$ cat src/rtl/div_pkg.sv
// Shared types and helpers for the sequential restoring divider.
package div_pkg;

    // Controller states
    typedef enum logic [1:0] {
        IDLE = 2'd0,
        RUN  = 2'd1,
        DONE = 2'd2
    } div_state_e;

    // Operand width used when the instantiating unit does not override it
    localparam int DIV_WIDTH_DEFAULT = 4;

    // Iteration counter width: enough bits to hold 0..WIDTH-1, never less than 1
    function automatic int div_cnt_w(input int w);
        int c;
        c = $clog2(w);
        return (c < 1) ? 1 : c;
    endfunction

endpackage

$ cat src/rtl/sub_div_ctrl_if.sv
// Request/result bundle between the operation decoder and the divider.
// master: the decoder side; slave: the divider side.
interface sub_div_ctrl_if
    import div_pkg::*;
#(
    parameter int WIDTH = DIV_WIDTH_DEFAULT
);
    logic             start;
    logic [WIDTH-1:0] dividend;
    logic [WIDTH-1:0] divisor;
    logic             busy;
    logic             done;
    logic [WIDTH-1:0] quotient;
    logic [WIDTH-1:0] remainder;
    logic             div_by_zero;

    modport master (
        output start, dividend, divisor,
        input  busy, done, quotient, remainder, div_by_zero
    );

    modport slave (
        input  start, dividend, divisor,
        output busy, done, quotient, remainder, div_by_zero
    );
endinterface

$ cat src/rtl/div_step.sv
// One combinational restoring-division iteration built around a W-bit
// ripple-borrow subtractor. The trial value is {R, Q msb}; its top bit
// only decides whether a borrow out of the low W bits is a real negative.
module div_step #(
    parameter int WIDTH = 4
) (
    input  logic [WIDTH-1:0] i_rem,
    input  logic             i_q_msb,
    input  logic [WIDTH-1:0] i_div,
    output logic [WIDTH-1:0] o_rem,
    output logic             o_q_bit,
    output logic             o_neg
);
    logic [WIDTH:0]   w_trial;
    logic [WIDTH-1:0] w_diff;
    logic [WIDTH:0]   w_borrow;

    assign w_trial     = {i_rem, i_q_msb};
    assign w_borrow[0] = 1'b0;

    // Ripple-borrow subtractor: w_trial[WIDTH-1:0] - i_div
    for (genvar i = 0; i < WIDTH; i++) begin : g_sub
        assign w_diff[i]       = w_trial[i] ^ i_div[i] ^ w_borrow[i];
        assign w_borrow[i + 1] = (~w_trial[i] & i_div[i]) |
                                 (~(w_trial[i] ^ i_div[i]) & w_borrow[i]);
    end

    // Negative only if the low-word borrow is not absorbed by the trial's top bit
    assign o_neg   = w_borrow[WIDTH] & ~w_trial[WIDTH];
    assign o_rem   = o_neg ? w_trial[WIDTH-1:0] : w_diff;
    assign o_q_bit = ~o_neg;
endmodule

$ cat src/rtl/sub_div_ctrl.sv
// Sequential restoring-division controller: one div_step shared over WIDTH
// cycles yields an unsigned quotient and remainder.
// Optional feature macro: DIV_ZERO_CHECK_EN -- a zero divisor skips the
// iterations and reports div_by_zero for the single DONE cycle.
module sub_div_ctrl
    import div_pkg::*;
#(
    parameter int WIDTH = DIV_WIDTH_DEFAULT
) (
    input  logic          clk,
    input  logic          rst,
    sub_div_ctrl_if.slave bus
);
    localparam int CNT_W = div_cnt_w(WIDTH);

    localparam logic [1:0] ST_IDLE = IDLE;
    localparam logic [1:0] ST_RUN  = RUN;
    localparam logic [1:0] ST_DONE = DONE;

    localparam logic [CNT_W-1:0] LAST_CNT = CNT_W'(WIDTH - 1);

    logic [1:0]       r_state;
    logic [WIDTH-1:0] r_q;
    logic [WIDTH-1:0] r_r;
    logic [WIDTH-1:0] r_d;
    logic [CNT_W-1:0] r_cnt;

    logic [WIDTH-1:0] w_rem_next;
    logic             w_q_bit;
    logic             w_neg;
    logic             w_accept;

    div_step #(.WIDTH(WIDTH)) u_step (
        .i_rem   (r_r),
        .i_q_msb (r_q[WIDTH-1]),
        .i_div   (r_d),
        .o_rem   (w_rem_next),
        .o_q_bit (w_q_bit),
        .o_neg   (w_neg)
    );

    // A new request is taken only when no division is in flight
    assign w_accept = bus.start && (r_state == ST_IDLE || r_state == ST_DONE);

`ifdef DIV_ZERO_CHECK_EN
    logic r_dbz;

    // Flag a zero divisor on the accepting edge; it lives exactly as long as DONE
    always_ff @(posedge clk) begin
        if (rst) begin
            r_dbz <= 1'b0;
        end else begin
            r_dbz <= w_accept && (bus.divisor == '0);
        end
    end

    assign bus.div_by_zero = r_dbz;
`else
    assign bus.div_by_zero = 1'b0;
`endif

    // FSM, operand capture and one shift/subtract iteration per RUN cycle
    always_ff @(posedge clk) begin
        if (rst) begin
            r_state <= ST_IDLE;
            r_q     <= '0;
            r_r     <= '0;
            r_d     <= '0;
            r_cnt   <= '0;
        end else begin
            case (r_state)
                ST_RUN: begin
                    r_r   <= w_rem_next;
                    r_q   <= {r_q[WIDTH-2:0], w_q_bit};
                    r_cnt <= r_cnt + 1'b1;
                    if (r_cnt == LAST_CNT) begin
                        r_state <= ST_DONE;
                    end
                end
                ST_IDLE, ST_DONE: begin
                    if (w_accept) begin
                        r_cnt <= '0;
                        r_d   <= bus.divisor;
`ifdef DIV_ZERO_CHECK_EN
                        if (bus.divisor == '0) begin
                            r_q     <= '1;
                            r_r     <= bus.dividend;
                            r_state <= ST_DONE;
                        end else begin
                            r_q     <= bus.dividend;
                            r_r     <= '0;
                            r_state <= ST_RUN;
                        end
`else
                        r_q     <= bus.dividend;
                        r_r     <= '0;
                        r_state <= ST_RUN;
`endif
                    end else begin
                        r_state <= ST_IDLE;
                    end
                end
                default: begin
                    r_state <= ST_IDLE;
                end
            endcase
        end
    end

    // w_neg is implied by the quotient bit; expose only what the datapath needs
    logic w_unused;
    assign w_unused = w_neg;

    assign bus.busy      = (r_state == ST_RUN);
    assign bus.done      = (r_state == ST_DONE);
    assign bus.quotient  = r_q;
    assign bus.remainder = r_r;
endmodule

$ cat src/flat_wrapper.sv
// flat-port wrapper written by rule: the top's interface ports become plain ports
module sub_div_ctrl_flat import div_pkg::*;
#(
    parameter int WIDTH = DIV_WIDTH_DEFAULT
)
  (clk, rst, bus_start, bus_dividend, bus_divisor, bus_busy, bus_done, bus_quotient, bus_remainder, bus_div_by_zero);
  sub_div_ctrl_if #(.WIDTH(WIDTH)) bus_i ();
  input  logic clk;
  input  logic rst;
  input wire logic [$bits(bus_i.start)-1:0] bus_start;
  input wire logic [$bits(bus_i.dividend)-1:0] bus_dividend;
  input wire logic [$bits(bus_i.divisor)-1:0] bus_divisor;
  output wire logic [$bits(bus_i.busy)-1:0] bus_busy;
  output wire logic [$bits(bus_i.done)-1:0] bus_done;
  output wire logic [$bits(bus_i.quotient)-1:0] bus_quotient;
  output wire logic [$bits(bus_i.remainder)-1:0] bus_remainder;
  output wire logic [$bits(bus_i.div_by_zero)-1:0] bus_div_by_zero;
  assign bus_i.start = bus_start;
  assign bus_i.dividend = bus_dividend;
  assign bus_i.divisor = bus_divisor;
  assign bus_busy = bus_i.busy;
  assign bus_done = bus_i.done;
  assign bus_quotient = bus_i.quotient;
  assign bus_remainder = bus_i.remainder;
  assign bus_div_by_zero = bus_i.div_by_zero;
  sub_div_ctrl #(.WIDTH(WIDTH)) u_core (.clk(clk), .rst(rst), .bus(bus_i));
endmodule
$ cat config.mk
export PLATFORM = sky130hd
export DESIGN_NAME = sub_div_ctrl_flat
export DESIGN_NICKNAME = d
export VERILOG_FILES = /design/src/rtl/div_pkg.sv /design/src/rtl/sub_div_ctrl_if.sv /design/src/rtl/div_step.sv /design/src/rtl/sub_div_ctrl.sv /design/src/flat_wrapper.sv
export SDC_FILE = /design/constraint.sdc
export NUM_CORES = 1
export LEC_CHECK = 0
export ABC_AREA = 1
export ABC_CLOCK_PERIOD_IN_PS = 5750
export CELL_PAD_IN_SITES_DETAIL_PLACEMENT = 1
export CELL_PAD_IN_SITES_GLOBAL_PLACEMENT = 1
export CORE_AREA = 4 4 51 58
export CTS_CLUSTER_DIAMETER = 120
export DETAILED_ROUTE_END_ITERATION = 8
export DIE_AREA = 0 0 55 62
export GPL_TIMING_DRIVEN = 1
export PLACE_DENSITY = 0.77
export SLEW_MARGIN = 10
export SYNTH_ARGS = -nofsm -noshare
export SYNTH_HDL_FRONTEND = slang
export SYNTH_SLANG_ARGS = --single-unit
$ cat constraint.sdc
create_clock -name clk -period 5.75 [get_ports clk]
set_input_delay 1.4375 -clock clk [delete_from_list [all_inputs] [get_ports clk]]
set_output_delay 1.4375 -clock clk [all_outputs]
set_load 0.01 [all_outputs]
==> flow_summary.yaml <==
critical_path:
  r2r_cells: 10
  cp_max_fo: 8
  critPathKind: "flop to primary output"
  critPathLaunchType: "flop"
  end_kind: "primary output"
  worst_ep_arrival_time_ns: 1.73
  required_ns: 4.31
floorplan:
  coreArea_um2: 2400
  die_w_um: 55
  die_area_um2: 3410
  fp-row-count: 19
  ioPinCount: 22
  die_y_um: 62
  start_util: 0.324
status:
  outcome: "finished, final reports clean"
sta:
  slew_violations: 0
  min_period_ns: 3.17
  min_period_over_period: 0.552
  tns_ns: 0
  hold_viol_final: 0
  fin_ws_ns: 2.58
  fmax_ghz: 0.315
  setup-violations-final: 0
  rsz0062_at_grt: "no"
  fin_worst_skew_ns: 0.00249
placed_design:
  dp_hpwl_um: 1670
  gp_congestion: 0.756
  post-place-ws_ns: 2.91
  port_buffers: 20
  dpl_cell_area_um2: 991
grt:
  use_met1: 0.140
  grt_max_degree: 12
  grt_pass1_wl_um: 3320
  met2_usage: 0.272
  grt_busiest_layer: "met2"
  use_met3: 0.0215
  antenna_found_initial: 0
  grt_util_all_layers: 0.140
  grt_pass1_vias: 791
  overflow: 0
logic_synthesis:
  syn_avg_cell_area_um2: 7.27
  synthTopCellsByArea: "dfxtp_1 (41%), nand2_1 (11%), nor2_1 (8.2%)"
  synth.top_cell.area_share: 0.412
  syn_inst: 107
  synth_nets: 123
  yosys.area.top_type: "dfxtp_1"
  yosys_register_bits: 16
  synthesis.area_um2: 778
  yosysSeqAreaShare: 0.412
  yosysUniqueCellTypes: 16
  synth_warnings: 0
clock_tree:
  cts_resized: 0
  cts_buffer_depth: 2
  cts_hold_buf: 0
  htreeDepth: 1
  numCtsBuffers: 3
  cts.sinks: 16
  post_cts.repair.setup_buffers: 0
  root_buffer: "clkbuf_4"
  clock_latency_ns: 0.29
  clk_pin_slew_ns: 0.09
  tritoncts: "yes"
pwr:
  leakagePower_nw: 0.427
  p_comb_frac: 0.297
  switching_share: 0.324
  p_sw_mw: 0.0872
  clock_power_share: 0.223
  powerDensity_nw_per_um2: 265
  internal_power_mw: 0.182
  p_seq_frac: 0.480
  p_total_mw: 0.269
  peakVddDrop_uv: 107
layout:
  final_core_util: 0.422
  final_cell_mix: "nand2_1 (22), clkdlybuf4s50_1 (20), nor2_1 (17), dfxtp_1 (16), nand3_1 (12)"
  layout_commonest_cell: "nand2_1"
  nFillCells: 314
  drive_gt1_frac: 0.0476
  stdcell_area_um2: 1010
  area.sequential_um2: 320
  diodes: 0
  multi_input_area_um2: 387
  layout.nets: 144
  area_growth_pct: 30.2
drt:
  ant_nets: 0
  drtIter0Drc: 19
  drt_pass1_iterations: 2
  avgViaCountPerCell: 4.80
  wl_per_cell_um: 13.5
  vias: 753
  routed_wl_um: 2110
  drc_errors: 0
flow_run:
  maxCapViolations: 0
hold_path:
  min_path_type: "flop to flop"
  hold_depth: 2
==> cell families (layout without fill, tap and decap cells) <==
family / after synthesis / in the layout / share of synthesized area
flops: 16 / 16 / 0.412
simple gates: 53 / 53 / 0.280
other cells: 1 / 1 / 0.00482
buf+inv: 16 / 35 / 0.0916
compound gates: 16 / 16 / 0.103
fa+ha+maj: 5 / 5 / 0.109
==> worst paths after layout <==
kind | from | to | slack, ns
min reg2reg | u_core.r_cnt[1] | u_core.r_cnt[1] | 0.49
min | u_core.r_cnt[1] | u_core.r_cnt[1] | 0.49
max reg2reg | u_core.bus.quotient[3] | u_core.bus.quotient[0] | 3.29
max | u_core.r_state[0] | bus_busy | 2.58
==> layout make-up <==
class / instances / share of cell area
multi-input combinational: 75 / 0.381
tap: 31 / 0.0383
inverter: 12 / 0.0444
timing repair buffer: 20 / 0.198
clock buffer: 3 / 0.0222
sequential: 16 / 0.316
==> routing by layer <==
| metal | routed length, um | vias to the layer above |
|---|---|---|
| met5 | 0 | - |
| met4 | 43 | 0 |
| met3 | 102 | 5 |
| li1 | - | 375 |
| met2 | 1130 | 17 |
| met1 | 836 | 356 |
==> metrics by stage <==
step	std cells	hold WS, ns
after floorplan	107	0.429
after global placement	154	0.444
after detailed placement	154	0.471
after CTS	157	0.494
after global routing	157	0.509
final	157	0.488
==> critical path, cell delays in order, from the launching register on <==
cell	delay, ns
dfxtp_1	0.45
nand2_1	0.22
clkinv_1	0.21
clkdlybuf4s50_1	0.57
==> registers in the layout, summed over array words and instances, names as in the netlist <==
signal                cells
u_core.r_cnt              2
u_core.r_d                4
u_core.bus.remainder      4
u_core.r_state            2
u_core.bus.quotient       4
==> Yosys cell counts, drive strengths merged <==
cell	number
nand2	23
nand3	12
ha	2
fa	3
dfxtp	16
conb	1
buf	4
nor2	17
clkinv	1
nor3	1
inv	11
a21oi	7
o21ai	9
==> power by group through the flow <==
stage / clock, mW / combinational [mW] / sequential, mW
CTS: 0.0632 / 0.0809 / 0.129
detailed placement: 0 / 0.0804 / 0.132
global route: 0.0669 / 0.0897 / 0.131
global placement: 0 / 0.0763 / 0.131
finish: 0.0601 / 0.0798 / 0.129
floorplan: 0 / 0.0472 / 0.132
Power figures use the tool's default switching activity.
